===== src/rtl/in_port_ctrl_pkg.sv =====
// +---------------------------------------------------------------------+
// | in_port_pkg                                                         |
// | Shared defaults and width helpers for the buffered input port.      |
// | Revision: 1.0                                                       |
// +---------------------------------------------------------------------+
`default_nettype none

package in_port_pkg;

    localparam int c_DEF_DATA_W = 32;
    localparam int c_DEF_DEPTH  = 4;

    function automatic int ptr_width(input int depth);
        return $clog2(depth);
    endfunction

    // One extra bit so the count can represent DEPTH itself.
    function automatic int cnt_width(input int depth);
        return $clog2(depth) + 1;
    endfunction

    localparam int c_DEF_PTR_W = $clog2(c_DEF_DEPTH);
    localparam int c_DEF_CNT_W = $clog2(c_DEF_DEPTH) + 1;

endpackage

`default_nettype wire


===== src/rtl/in_port_ctrl_if.sv =====
// +---------------------------------------------------------------------+
// | in_port_ctrl_if                                                     |
// | Device handshake and datapath bus signals of the input port.        |
// | Revision: 1.0                                                       |
// +---------------------------------------------------------------------+
`default_nettype none

interface in_port_ctrl_if
    import in_port_pkg::*;
#(
    parameter int DATA_W = c_DEF_DATA_W,
    parameter int DEPTH  = c_DEF_DEPTH
);

    logic [DATA_W-1:0]           dev_data;
    logic                        dev_valid;
    logic                        dev_ready;
    logic                        IN_Portout;
    logic [DATA_W-1:0]           in_bus_data;
    logic                        in_empty;
    logic [cnt_width(DEPTH)-1:0] in_count;
    logic                        in_underflow;

    // Master: external device plus control unit; slave: the port itself.
    modport master (
        output dev_data, dev_valid, IN_Portout,
        input  dev_ready, in_bus_data, in_empty, in_count, in_underflow
    );

    modport slave (
        input  dev_data, dev_valid, IN_Portout,
        output dev_ready, in_bus_data, in_empty, in_count, in_underflow
    );

endinterface

`default_nettype wire


===== src/rtl/in_port_ctrl_sync_fifo.sv =====
// +---------------------------------------------------------------------+
// | sync_fifo                                                           |
// | Single-clock FIFO: storage, wrapping pointers, occupancy count.     |
// | Revision: 1.0                                                       |
// +---------------------------------------------------------------------+
`default_nettype none

module sync_fifo
    import in_port_pkg::*;
#(
    parameter int DATA_W = c_DEF_DATA_W,
    parameter int DEPTH  = c_DEF_DEPTH
) (
    input  wire logic                        clk,
    input  wire logic                        clr,
    input  wire logic                        i_push,
    input  wire logic [DATA_W-1:0]           i_wr_data,
    input  wire logic                        i_pop,
    output      logic [DATA_W-1:0]           o_rd_data,
    output      logic [cnt_width(DEPTH)-1:0] o_count,
    output      logic                        o_full,
    output      logic                        o_empty
);

    localparam int c_PTR_W = ptr_width(DEPTH);
    localparam int c_CNT_W = cnt_width(DEPTH);

    logic [DATA_W-1:0]  r_mem [DEPTH];
    logic [c_PTR_W-1:0] r_wr_ptr;
    logic [c_PTR_W-1:0] r_rd_ptr;
    logic [c_CNT_W-1:0] r_count;

    logic w_do_push;
    logic w_do_pop;

    assign o_full    = (r_count == c_CNT_W'(DEPTH));
    assign o_empty   = (r_count == '0);
    assign w_do_push = i_push && !o_full;
    assign w_do_pop  = i_pop && !o_empty;
    assign o_rd_data = r_mem[r_rd_ptr];
    assign o_count   = r_count;

    // Storage is deliberately left out of reset.
    always_ff @(posedge clk) begin
        if (clr && w_do_push) begin
            r_mem[r_wr_ptr] <= i_wr_data;
        end
    end

    always_ff @(posedge clk) begin
        if (!clr) begin
            r_wr_ptr <= '0;
            r_rd_ptr <= '0;
            r_count  <= '0;
        end else begin
            if (w_do_push) begin
                r_wr_ptr <= r_wr_ptr + 1'b1;
            end
            if (w_do_pop) begin
                r_rd_ptr <= r_rd_ptr + 1'b1;
            end
            case ({w_do_push, w_do_pop})
                2'b10:   r_count <= r_count + 1'b1;
                2'b01:   r_count <= r_count - 1'b1;
                default: r_count <= r_count;
            endcase
        end
    end

endmodule

`default_nettype wire


===== src/rtl/in_port_ctrl.sv =====
// +---------------------------------------------------------------------+
// | in_port_ctrl                                                        |
// | Buffered datapath input port; IN_PORT_EDGE_POP_EN pops on the       |
// | rising edge of IN_Portout instead of its level.                     |
// | Revision: 1.0                                                       |
// +---------------------------------------------------------------------+
`default_nettype none

module in_port_ctrl
    import in_port_pkg::*;
#(
    parameter int DATA_W = c_DEF_DATA_W,
    parameter int DEPTH  = c_DEF_DEPTH
) (
    input wire logic      clk,
    input wire logic      clr,
    in_port_ctrl_if.slave bus
);

    localparam int c_CNT_W = cnt_width(DEPTH);

    logic [DATA_W-1:0]  w_rd_data;
    logic [c_CNT_W-1:0] w_count;
    logic               w_full;
    logic               w_empty;
    logic               w_push;
    logic               w_pop_req;
    logic               r_underflow;

    assign w_push = bus.dev_valid && !w_full;

`ifdef IN_PORT_EDGE_POP_EN
    logic r_portout_d;

    always_ff @(posedge clk) begin
        if (!clr) begin
            r_portout_d <= 1'b0;
        end else begin
            r_portout_d <= bus.IN_Portout;
        end
    end

    assign w_pop_req = bus.IN_Portout && !r_portout_d;
`else
    assign w_pop_req = bus.IN_Portout;
`endif

    sync_fifo #(
        .DATA_W (DATA_W),
        .DEPTH  (DEPTH)
    ) u_fifo (
        .clk       (clk),
        .clr       (clr),
        .i_push    (w_push),
        .i_wr_data (bus.dev_data),
        .i_pop     (w_pop_req),
        .o_rd_data (w_rd_data),
        .o_count   (w_count),
        .o_full    (w_full),
        .o_empty   (w_empty)
    );

    always_ff @(posedge clk) begin
        if (!clr) begin
            r_underflow <= 1'b0;
        end else if (w_pop_req && w_empty) begin
            r_underflow <= 1'b1;
        end
    end

    // Stale storage must never reach the bus mux when nothing is queued.
    assign bus.in_bus_data  = w_empty ? '0 : w_rd_data;
    assign bus.dev_ready    = !w_full;
    assign bus.in_empty     = w_empty;
    assign bus.in_count     = w_count;
    assign bus.in_underflow = r_underflow;

endmodule

`default_nettype wire


===== src/flat_wrapper.sv =====
// flat-port wrapper written by rule: the top's interface ports become plain ports
module in_port_ctrl_flat import in_port_pkg::*;
#(
    parameter int DATA_W = c_DEF_DATA_W,
    parameter int DEPTH  = c_DEF_DEPTH
)
  (clk, clr, bus_dev_data, bus_dev_valid, bus_IN_Portout, bus_dev_ready, bus_in_bus_data, bus_in_empty, bus_in_count, bus_in_underflow);
  in_port_ctrl_if #(.DATA_W(DATA_W), .DEPTH(DEPTH)) bus_i ();
  input wire logic clk;
  input wire logic clr;
  input wire logic [$bits(bus_i.dev_data)-1:0] bus_dev_data;
  input wire logic [$bits(bus_i.dev_valid)-1:0] bus_dev_valid;
  input wire logic [$bits(bus_i.IN_Portout)-1:0] bus_IN_Portout;
  output wire logic [$bits(bus_i.dev_ready)-1:0] bus_dev_ready;
  output wire logic [$bits(bus_i.in_bus_data)-1:0] bus_in_bus_data;
  output wire logic [$bits(bus_i.in_empty)-1:0] bus_in_empty;
  output wire logic [$bits(bus_i.in_count)-1:0] bus_in_count;
  output wire logic [$bits(bus_i.in_underflow)-1:0] bus_in_underflow;
  assign bus_i.dev_data = bus_dev_data;
  assign bus_i.dev_valid = bus_dev_valid;
  assign bus_i.IN_Portout = bus_IN_Portout;
  assign bus_dev_ready = bus_i.dev_ready;
  assign bus_in_bus_data = bus_i.in_bus_data;
  assign bus_in_empty = bus_i.in_empty;
  assign bus_in_count = bus_i.in_count;
  assign bus_in_underflow = bus_i.in_underflow;
  in_port_ctrl #(.DATA_W(DATA_W), .DEPTH(DEPTH)) u_core (.clk(clk), .clr(clr), .bus(bus_i));
endmodule

===== config.mk =====
export PLATFORM = sky130hd
export DESIGN_NAME = in_port_ctrl_flat
export DESIGN_NICKNAME = d
export VERILOG_FILES = /design/src/rtl/in_port_ctrl_pkg.sv /design/src/rtl/in_port_ctrl_if.sv /design/src/rtl/in_port_ctrl_sync_fifo.sv /design/src/rtl/in_port_ctrl.sv /design/src/flat_wrapper.sv
export SDC_FILE = /design/constraint.sdc
export NUM_CORES = 1
export LEC_CHECK = 0
export ABC_CLOCK_PERIOD_IN_PS = 5700
export BUFFER_PORTS_ARGS = -buffer_cell sky130_fd_sc_hd__buf_2
export CAP_MARGIN = 20
export CORE_UTILIZATION = 45
export CTS_CLUSTER_DIAMETER = 200
export DETAILED_ROUTE_END_ITERATION = 6
export GPL_TIMING_DRIVEN = 0
export PLACE_DENSITY = 0.67
export SYNTH_ARGS = -nofsm -noshare
export SYNTH_HDL_FRONTEND = slang
export SYNTH_HIERARCHICAL = 1
export SYNTH_SLANG_ARGS = --single-unit

===== constraint.sdc =====
create_clock -name clk -period 5.7 [get_ports clk]
set_input_delay 0.57 -clock clk [delete_from_list [all_inputs] [get_ports clk]]
set_output_delay 0.57 -clock clk [all_outputs]
set_load 0.1 [all_outputs]

* Word level (Yosys, flattened, before mapping)
Memories as Yosys holds them, arrays and structs flattened. A register that Yosys moved wholly into a read port is not among the register bits.
Cells that the tools add are included.
** Storage, ports and cells
- Register bits after elaboration :: 8
- Bits in writable memories :: 128
- Input bits :: 36
- Output and inout port bits :: 38
- Logic and storage cells :: 27
- Memories kept :: 1
** Memories
- u_core.u_fifo.r_mem :: words 4, width 32, read ports 1, clocked after memory_dff 1, write ports 1, RTL line in_port_ctrl_sync_fifo.sv:28 : logic [DATA_W-1:0] r_mem [DEPTH];
** Cells by class
- Add/sub/neg operators :: 4
- Eq/ne operators :: 3
- Mux-type cells :: 6
- Reductions and logical operators :: 9
** Operator list (count)
- 32-bit two-way mux :: 1
- 3-bit case mux with 2 select lines :: 1
- 1-bit logical AND :: 5
- 2-bit by 1-bit adder with 2-bit output, second input constant :: 2
- 2-bit two-way mux :: 2
- 3-bit by 1-bit adder with 3-bit output, second input constant :: 1
- 3-bit equality test, second input constant :: 1
- 3-bit zero test :: 1
- 3-bit by 1-bit subtractor with 3-bit output, second input constant :: 1
- 2-bit by 1-bit equality test with 1-bit output, second input constant :: 1
- 2-bit equality test, second input constant :: 1
- 1-bit zero test :: 2
- 1-bit two-way mux :: 2
- 2-bit nonzero test :: 1

* Logic depth before layout (Yosys ltp)
Gate-level depths: netlist of the first run.
- Depth after elaboration :: 7
- Mapped depth :: 11
- Depth with buffers taken out :: 10

* Modules after synthesis
The synthesis of the first run kept the hierarchy.
** Modules (own cells, without submodules)
- sync_fifo :: times used 1, cells an instance 221, area an instance 5152.4 um^2, sequential area each 4023.9 um^2
- in_port_ctrl :: times used 1, cells an instance 40, area an instance 264.0 um^2, sequential area each 20.0 um^2

* Least setup slack after synthesis of the first run
Ideal clock, no wire load.
- Path kind :: flip-flop to output port
- From :: register u_core.u_fifo.r_count[0] (netlist: u_core/u_fifo/o_count[0])
- To :: output port bus_in_bus_data[29]
- Arrival :: 3.283 ns
- Required time :: 5.130 ns
- Slack :: 1.847 ns
- Cell stages (with the launch flop) :: 3
- Buffers on the path :: 0
- Path through :: dfxtp_1 nor3_2 nor2b_1
** Between the ends
- Cells in the longest elaborated chain, start to end :: 2
** Ends and longest elaborated chain
- start: declaration :: RTL line in_port_ctrl_sync_fifo.sv:31 : logic [c_CNT_W-1:0] r_count;
- start signal: assignment :: RTL line in_port_ctrl_sync_fifo.sv:63 : 2'b10: r_count <= r_count + 1'b1;
- start signal: assignment :: RTL line in_port_ctrl_sync_fifo.sv:64 : 2'b01: r_count <= r_count - 1'b1;
- start signal: assignment :: RTL line in_port_ctrl_sync_fifo.sv:65 : default: r_count <= r_count;
- 3-bit zero test :: RTL line in_port_ctrl_sync_fifo.sv:37 : assign o_empty = (r_count == '0);
- via bus_in_empty :: RTL line flat_wrapper.sv:16 : output wire logic [$bits(bus_i.in_empty)-1:0] bus_in_empty;
- 32-bit two-way mux :: RTL line in_port_ctrl.sv:72 : assign bus.in_bus_data = w_empty ? '0 : w_rd_data;
- end: declaration :: RTL line flat_wrapper.sv:15 : output wire logic [$bits(bus_i.in_bus_data)-1:0] bus_in_bus_data;
The timed path passes the listed nets, and every way through them passes these cells.

* Worst setup path in the final report of the first run
- From :: register u_core.u_fifo.r_count[1] (netlist: u_core/u_fifo/o_count[1])
- To :: output port bus_in_bus_data[21]
** Between the ends
- Cells in the longest elaborated chain, start to end :: 2
** Ends and longest elaborated chain (RTL line)
- 3-bit zero test :: in_port_ctrl_sync_fifo.sv:37
- 32-bit two-way mux :: in_port_ctrl.sv:72
No other way between the ends.

==> impl_results.md, run 1 <==
- Status: complete, but fails checks
- Violated checks: DRC
- Core footprint: 11600 sq um
- Layout Area Growth over Synthesis: 22.5%
- Final period utilization: between 40% and 50%
- Delay-heaviest family, CP: simple AND/OR/NAND/NOR gates
- Die Width: 112 microns
- CTS Buf Count: 17
- Most frequent cells in the layout: edfxtp_1, buf_2, nor2b_1, mux4_2, clkbuf_16
- Register area share after synthesis: 74.7%
- Root Driver: clkbuf_16
- R2R Setup Slk: 3.33 ns
- Avg Cell Area, Syn: 20.8 sq um
- Worst reg2reg startpoint: u_core/u_fifo/o_count[1]
- Starting Density: 46.8%
- Slew Viols, Final: 0
- GRT Util Overall: between 15 and 20%
- WP buf/inv: 2
- Worst Hold Path EP: u_core/u_fifo/r_mem[2][22]
- Final core occ: 57.4%
- Post-Syn Nets: 303
- Yosys warns: 6
- Max clock buf depth: 2
- R2R depth: 8
- Rel. slew slack: around 39%
- Launch point of the worst path: u_core/u_fifo/o_count[1]
- GRT overflow: 0
- Yosys top cell area share: 71.0%
- Depth of the CTS H-tree: 4
- Final Hold Fails: 0
- Worst Path Required: 5.13 ns
- Nets@finish: about 400
- Routed vias/inst: 5.22
- Clk sink count: 138
- Worst hold-check path type: primary input to register
- Hold path start: bus_dev_data[22]
- Postcts setup bufs: 0
- Hold_buf cts: 0
- Die Area: 12500 sq um
- Antenna diode count: 0
- Top post-synthesis cells by area: edfxtp_1, mux4_2, nor2b_1
- Synth Cell Area: 5420 sq um
- CTS tree: yes
- Fill cell total of the finished layout: 866
- Drc violations: 7
- Final WS setup: slightly below 3 ns
- Ys async rst share: 0%
- Reg clk slew, reported paths: roughly 0.060 ns
- Height of the die: about 110 microns
- Vias: 2656
- Commonest non-fill, non-tap cell in the layout: edfxtp_1
- Tmin final: 2.78 ns
- Proportion of layout cells with a drive suffix above 1: 41.0%
- Vias in the first global route: 2727
- RSZ-0062 raised after global routing: no
- Wire per inst: 18.2 microns
- Initial antenna violation count: 0
- Sequential Area: 4040 sq um
- DRC marker count from the first detailed-route iteration: 130
- R2r endpoint: u_core/u_fifo/o_count[2]
- Setup TNS: 0 ns
- IO Count: 74
- Max-Cap Viols: 0
- Crit path DAT: between 2 and 2.5 ns
- First-pass GRT wire length: 14.7 mm
- Critical Path End Type: output pin
- Max frequency: 0.359 GHz
- Hold_ws: approximately 0.37 ns
- Top_reg_cell synth: edfxtp_1
- Crit Path Class: register to output pin
- Post-synth EDFFs: between 100 and 150
- Hold Crit Depth: 1
- Clock latency at the later pin of the worst-skew pair: approximately 0.40 ns
- Final setup violation count: 0
- Largest net degree at the start of global routing: 33
- HPWL Detailed: 5.42 mm
- Post-placement worst setup slack: 3.28 ns
- CP Launch Type: register
- CTS resizes: 0
- Post-synth cell types: 27
- Initial DRT Pass Iterations: 6
- Slew @ Worst Pin: 0.914 ns
- Worst-path fanout max: 11
- CP Cell Sequence: nor3_2, buf_4, nor2b_1, buf_2
- CP max stage delay: around 0.74 ns
- Area leader, netlist: edfxtp_1
- IO Port Bufs: 73
- DRT Wirelength: 9.26 mm
- Area occupied by multi-input gates: 1230 sq um
- CP max-delay cell: nor3_2
- Seq cells post-synth: 138
- Synth Instances: 261
- Routed Antenna Nets: 0
- Floorplan row count: 39
- Clock skew: between 0.007 and 0.008 ns
- RePlAce Congestion: 0.697
[how the worst max path moves through the flow]
stage                                      to  slack [ns]  cells after the start
floorplan                 bus_in_bus_data[29]        1.85                      2
global placement    u_core/u_fifo/r_mem[1][9]        2.76                      3
detailed placement   u_core/u_fifo/o_count[2]        3.28                     11
CTS                       bus_in_bus_data[21]        2.86                      4
global route              bus_in_bus_data[27]        2.71                      4
finish                    bus_in_bus_data[21]        2.92                      4
[registers in the layout, summed over array words and instances, names as in the netlist, named ones only]
name / cells
u_core/u_fifo/r_mem: 128
u_core/bus.in_underflow: 1
u_core/u_fifo/r_wr_ptr: 2
u_core/u_fifo/o_count: 3
u_core/u_fifo/r_rd_ptr: 2
[logic make-up after synthesis]
family | Yosys count | synth area share (%)
compound gates | 8 | 0.832
xor+xnor | 2 | 0.323
fa+ha+maj | 6 | 1.52
buf+inv | 19 | 2.66
flops | 138 | 74.7
mux | 34 | 13.8
simple gates | 54 | 6.19
[cell type report]
cell class | count | share of cell area [%]
Timing Repair Buffer | 73 | 5.51
Clock inverter | 15 | 3.64
Tap cell | 143 | 2.70
Sequential cell | 138 | 61.0
Inverter | 7 | 0.396
Multi-Input combinational cell | 104 | 18.6
Clock buffer | 17 | 6.41
Buffer | 12 | 1.77
[routing by layer]
layer | global-route usage [%] | vias up | part of all wire [%]
met3 | 5.39 | 11 | 6.3
li1 | - | 1218 | -
met5 | 0 | - | 0
met1 | 20.6 | 1346 | 44
met2 | 25.7 | 81 | 49
met4 | 5.95 | 0 | 0.86
[per-stage QoR]
step / std cells / area [sq um]
finish: 509 / 6630
global placement: 477 / 5960
floorplan: 261 / 5420
global route: 509 / 6630
CTS: 509 / 6630
detailed placement: 477 / 5970
[synthesized netlist by cell type, types with 3 or more instances]
cell      instances
buf_12            3
buf_4             3
nor2b_1          36
o21ai_0           5
mux4_2           30
edfxtp_1        128
buf_2             4
ha_1              5
inv_1             7
dfxtp_1          10
and3_1            4
nand2_1           7
[worst reg2reg max path, cell delays in order, from the launching register on]
cell and delay, ns:
dfxtp_1 0.35, nor3_2 0.74, nor2b_1 0.16, ha_1 0.26, inv_1 0.07, fa_1 0.17
xor2_1 0.07, or3_1 0.30, a21boi_0 0.16
Power of run 1 is left out: the tool's default activity adds up to more than one toggle a clock period on the data nets, which glitch-free logic cannot reach.
==> run 2, diff against run 1 <==
ABC_CLOCK_PERIOD_IN_PS = 2800   (was 5700)
clock period = 2.8 ns   (was 5.7 ns; I/O delays follow)
==> run 2 against run 1 <==
  * The run still ends with DRC left
  * Hold slack lost 0.29 ns
  * Register-to-register slack got worse by 2.9 ns
  * Die area unchanged
  * Critical endpoint is now u_core/u_fifo/o_count[2]
  * Non-clock buffer count unchanged
  * Largest cell class unchanged
  * Sequential share of layout area is 1.4 points lower
  * Count of clock-buffer cells in the layout is the same
  * Cell area up 2.5%
  * Global-route usage is 0.071 points lower
  * Setup slack worse by 2.5 ns
  * Via count shrank 0.75%
==> impl_results.md, run 2 (same netlist as run 1, synthesis figures left out) <==
- Final period utilization: 86.1%
- Postcts setup bufs: 0 (unchanged)
- Root Driver: clkbuf_16
- First-pass GRT wire length: 14.5 mm (-0.80%)
- Vias: 2636 (-0.75%)
- Vias in the first global route: 2749 (+0.81%)
- GRT overflow: 0 (unchanged)
- Max frequency: 0.415 GHz
- Biggest register: u_core/u_fifo/r_mem
- Reg clk slew, reported paths: 0.06 ns (about the same)
- Die Area: 12500 sq um (unchanged)
- Rel. slew slack: 38.8% (-0.26 points)
- Tmin final: ~2.4 ns
- Routed Antenna Nets: 0 (unchanged)
- RePlAce Congestion: 0.645 (-7.4%)
- CTS resizes: 0 (unchanged)
- Setup TNS: 0 ns (unchanged)
- Floorplan row count: 39 (unchanged)
- Max clock buf depth: 2 (unchanged)
- Busiest grt layer: met2
- Height of the die: 112 microns (unchanged)
- CP Launch Type: register
- Die Width: 112 microns (unchanged)
- Status: complete, but fails checks
- CP Cell Sequence: nor3b_2, nor2b_1, nor2b_1, buf_2, inv_1, ha_1, inv_1, fa_1, xor2_1, or3_1, a21boi_0
- Worst-path fanout max: 7 (-4)
- GRT Util Overall: 16.0% (-0.071 points)
- Proportion of layout cells with a drive suffix above 1: 50.0% (+9.0 points)
- Routing usage on met1: 19.8% (-0.78 points)
- RSZ-0062 raised after global routing: no
- HPWL Detailed: 5.62 mm (+3.6%)
- Slew Viols, Final: 0 (unchanged)
- Wire per inst: 18.0 microns (-1.2%)
- Clock latency at the later pin of the worst-skew pair: 0.40 ns (about the same)
- Final Hold Fails: 0 (unchanged)
- Hold_buf cts: 0 (unchanged)
- Fill cell total of the finished layout: 881 (+1.7%)
- Max-Cap Viols: 0 (unchanged)
- CTS tree: yes
- Initial antenna violation count: 0 (unchanged)
- CP max stage delay: 0.37 ns (-0.37 ns)
- Routed vias/inst: 5.18 (-0.75%)
- Met2 Use GR: 26.6% (+0.87 points)
- Slew @ Worst Pin: 0.918 ns (+0.00391 ns)
- Worst hold-check path type: primary input to register
- Layout Area Growth over Synthesis: 25.5%
- Clock skew: 0.00481 ns (-0.00223 ns)
- Starting Density: 46.8% (unchanged)
- Depth of the CTS H-tree: 4 (unchanged)
- Met3 Use GR: 5.50% (+0.11 points)
- Core footprint: 11600 sq um (unchanged)
- Nets@finish: 395 (unchanged)
- Violated checks: DRC
- Area occupied by multi-input gates: 1470 sq um (+19%)
- Crit Path Class: register to register
- CTS Buf Count: 17 (unchanged)
- Worst Path Required: 3.11 ns (-2.02 ns)
- Crit path DAT: 2.72 ns (+0.51 ns)
- Sequential Area: 4050 sq um (about the same)
- Antenna diode count: 0 (unchanged)
- CP max-delay cell: dfxtp_2
- Final setup violation count: 0 (unchanged)
- Clk sink count: 138 (unchanged)
- Max FFs per register: 128 (unchanged)
- IO Count: 74 (unchanged)
- Most frequent cells in the layout: edfxtp_1, buf_2, nor2b_4, mux4_2, clkbuf_16
- DRC marker count from the first detailed-route iteration: 124 (-4.6%)
- IO Port Bufs: 73 (unchanged)
- Initial DRT Pass Iterations: 6 (unchanged)
- Drc violations: 8 (+1)
- Critical Path End Type: register
- Commonest non-fill, non-tap cell in the layout: edfxtp_1
- DRT Wirelength: 9.15 mm (-1.2%)
- Largest net degree at the start of global routing: 33 (unchanged)
run 2: cell types whose count changed in the layout (fill, tap and decap cells not counted):
cell | previous run | this run
bufinv_16 | 6 | 3
clkinvlp_4 | 0 | 4
dfxtp_1 | 10 | 7
dfxtp_2 | 0 | 3
inv_6 | 4 | 3
nor2b_1 | 36 | 6
nor2b_4 | 0 | 30
nor3_2 | 1 | 0
nor3_4 | 0 | 1
run 2: cell type report:
class                   count  area share (%)
multi-input cells         104            21.5
plain buffers              12            1.73
clock inverters            15            2.54
well taps                 143            2.63
inverters                   7           0.386
clock buffers              17            6.26
flip-flops and latches    138            59.5
repair buffers             73            5.37
run 2: final timing paths:
| check | start | to | slack [ns] | cells after the start |
|---|---|---|---|---|
| setup / recovery | u_core/u_fifo/o_count[2] | u_core/u_fifo/o_count[2] | 0.39 | 11 |
| hold / removal | bus_dev_data[22] | u_core/u_fifo/r_mem[1][22] | 0.09 | 1 |
| setup reg to reg | u_core/u_fifo/o_count[2] | u_core/u_fifo/o_count[2] | 0.39 | 11 |
| hold reg to reg | u_core/bus.in_underflow | u_core/bus.in_underflow | 0.49 | 2 |
run 2: worst max-delay path: cells and delay by family, from the launching register on:
kind	cells	cell delay [ns]
AOI/OAI and AO/OA	1	0.20
xor gates and xnor gates	1	0.16
adders and majority gates	2	0.54
buffers and inverters	3	0.29
DFF	1	0.37
and+or+nand+nor	4	0.75
run 2: per-stage QoR:
step / utilization [%] / area, sq um / std cells / setup slack (ns) / hold WS (ns)
floorplan: - / 5650 / 261 / 0.0438 / 0.379
global placement: 53.6 / 6200 / 477 / 0.0609 / 0.469
detailed placement: 53.6 / 6200 / 477 / 0.410 / 0.477
CTS: 58.8 / 6800 / 509 / 0.386 / 0.0766
global route: 58.8 / 6800 / 509 / 0.159 / 0.0773
finish: 58.8 / 6800 / 509 / 0.390 / 0.0889
run 2: layer usage:
layer  routed length (microns)  vias to the layer above  part of all wire [%]
met3                       586                        8                   6.4
met5                         0                        -                     0
met1                      3820                     1343                    42
li1                          -                     1217                     -
met4                        81                        0                  0.89
met2                      4670                       68                    51
Power of run 2 is left out for the same reason.
==> run 3, diff against run 2 <==
CORE_ASPECT_RATIO = 0.9   (was default)
==> run 3 against run 2 <==
  * The flow now finishes without violations
  * Wire length grew 5.0%
  * Clock skew rose by 0.0032 ns
  * Hold slack worse by 0.0036 ns
  * Global-route usage increased by 0.75 points
  * Via count up 1.9%
  * Setup slack improved by 0.033 ns
  * Non-clock buffer count did not move
  * Die area about the same
  * Fmax increased by 1.4%
  * Critical path type unchanged
  * Critical endpoint unchanged
  * Highest routed layer unchanged
==> impl_results.md, run 3 (same netlist as run 1, synthesis figures left out) <==
- Drc violations: 0 (-8)
- Worst Path Required: 3.12 ns (about the same)
- Max FFs per register: 128 (unchanged)
- Slew Viols, Final: 0 (unchanged)
- R2R Setup Slk: 0.42 ns (+0.03 ns)
- Vias: 2685 (+1.9%)
- Most frequent cells in the layout: edfxtp_1, buf_2, nor2b_4, mux4_2, clkbuf_16
- Floorplan row count: 37 (-5.1%)
- First-pass GRT wire length: 14.9 mm (+2.7%)
- Worst hold-check path type: primary input to register
- R2R depth: 11 (unchanged)
- Crit path DAT: 2.70 ns (-0.02 ns)
- Largest net degree at the start of global routing: 33 (unchanged)
- IO Port Bufs: 73 (unchanged)
- Tmin final: 2.38 ns (-0.0327 ns)
- Max clock buf depth: 2 (unchanged)
- Die Area: 12500 sq um (about the same)
- Status: finished, final reports clean
- DRC marker count from the first detailed-route iteration: 269 (+120%)
- Worst-path fanout max: 7 (unchanged)
- Reg clk slew, reported paths: 0.06 ns (about the same)
- Launch point of the worst path: u_core/u_fifo/o_count[2]
- Clock skew: 0.00797 ns (+0.00315 ns)
- Commonest non-fill, non-tap cell in the layout: edfxtp_1
- Nets@finish: 395 (unchanged)
- CTS tree: yes
- Die Width: 118 microns (+5.3%)
- Final core occ: 59.2% (+0.44 points)
- Wire per inst: 18.4 microns (+2.4%)
- Core footprint: 11600 sq um (about the same)
- Postcts setup bufs: 0 (unchanged)
- Proportion of layout cells with a drive suffix above 1: 50.3% (+0.27 points)
- Initial antenna violation count: 0 (unchanged)
- CTS resizes: 0 (unchanged)
- Crit Path Class: register to register
- Placed Instances: 490 (+2.7%)
- Root Driver: clkbuf_16
- Biggest register: u_core/u_fifo/r_mem
- Height of the die: 106 microns (-5.0%)
- HPWL Detailed: 5.65 mm (+0.50%)
- Hold_buf cts: 0 (unchanged)
- Vias in the first global route: 2765 (+0.58%)
- Clock latency at the later pin of the worst-skew pair: 0.41 ns (about the same)
- Max frequency: 0.421 GHz (+1.4%)
- Layout Area Growth over Synthesis: 26.6%
- CP Launch Type: register
- Setup TNS: 0 ns (unchanged)
- Depth of the CTS H-tree: 4 (unchanged)
- Rel. slew slack: 40.2% (+1.3 points)
- Clk sink count: 138 (unchanged)
- Critical Path End Type: register
- Worst reg2reg startpoint: u_core/u_fifo/o_count[2]
- RePlAce Congestion: 0.666 (+3.2%)
- Initial DRT Pass Iterations: 4 (-2)
- Routed Antenna Nets: 0 (unchanged)
- RSZ-0062 raised after global routing: no
- Worst setup path end: u_core/u_fifo/o_count[2]
- Final setup violation count: 0 (unchanged)
- Final period utilization: 84.9% (-1.2 points)
- IO Count: 74 (unchanged)
- Max-Cap Viols: 0 (unchanged)
- Slew @ Worst Pin: 0.898 ns (-0.0200 ns)
- Routed vias/inst: 5.14 (-0.68%)
- R2r endpoint: u_core/u_fifo/o_count[2]
- DRT Wirelength: 9.61 mm (+5.0%)
- Final Hold Fails: 0 (unchanged)
- Antenna diode count: 0 (unchanged)
- Starting Density: 46.8% (about the same)
- GRT overflow: 0 (unchanged)
- CTS Buf Count: 17 (unchanged)
- Cell Count, Final, Fillers Out: 522 (+2.6%)
- GRT Util Overall: 16.8% (+0.75 points)
[run 3: cell types whose count changed in the layout (fill, tap and decap cells not counted), sizes merged]
cell      delta
clkbuf       +4
clkinv       -3
inv          -3
bufinv       +1
clkinvlp     +1
[run 3: worst max-delay path: stages, from the launching register on]
cell      delay [ns]
dfxtp_2         0.37
nor3b_2         0.23
nor2b_1         0.06
nor2b_1         0.12
buf_2           0.17
inv_1           0.06
ha_1            0.17
inv_1           0.06
fa_1            0.38
xor2_1          0.16
or3_1           0.31
a21boi_0        0.20
[run 3: through the flow]
| stage | setup WS (ns) | hold slack [ns] | instance area (sq um) |
|---|---|---|---|
| 2_1_floorplan | 0.0438 | 0.379 | 5650 |
| 3_3_place_gp | 0.0337 | 0.468 | 6210 |
| 3_5_place_dp | 0.484 | 0.487 | 6220 |
| 4_1_cts | 0.418 | 0.0604 | 6860 |
| 5_1_grt | 0.255 | 0.0669 | 6860 |
| 6_report | 0.423 | 0.0853 | 6860 |
[run 3: metal layers]
metal | vias up | wire (microns) | GRT usage, %
li1 | 1219 | - | -
met1 | 1363 | 4260 | 21.7
met2 | 93 | 4680 | 25.9
met3 | 10 | 600 | 5.58
met4 | 0 | 66 | 7.69
met5 | - | 0 | 0
[run 3: how the worst min path moves through the flow]
stage / from / to / slack [ns] / depth (start not counted)
finish: bus_dev_data[30] / u_core/u_fifo/r_mem[3][30] / 0.09 / 1
global route: bus_dev_data[2] / u_core/u_fifo/r_mem[3][2] / 0.07 / 1
CTS: bus_dev_data[30] / u_core/u_fifo/r_mem[1][30] / 0.06 / 1
detailed placement: u_core/u_fifo/r_rd_ptr[1] / u_core/u_fifo/r_rd_ptr[1] / 0.49 / 2
global placement: u_core/u_fifo/r_rd_ptr[1] / u_core/u_fifo/r_rd_ptr[1] / 0.47 / 2
floorplan: bus_dev_data[0] / u_core/u_fifo/r_mem[0][0] / 0.38 / 0
[run 3: final cells by class]
class | instances | area, sq um
multi-input cells | 104 | 1470
fillers | 861 | 4720
plain buffers | 12 | 118
well taps | 156 | 195
flip-flops and latches | 138 | 4050
repair buffers | 73 | 365
inverters | 7 | 26.3
clock buffers | 21 | 470
clock inverters | 11 | 168
Power of run 3 is left out for the same reason.
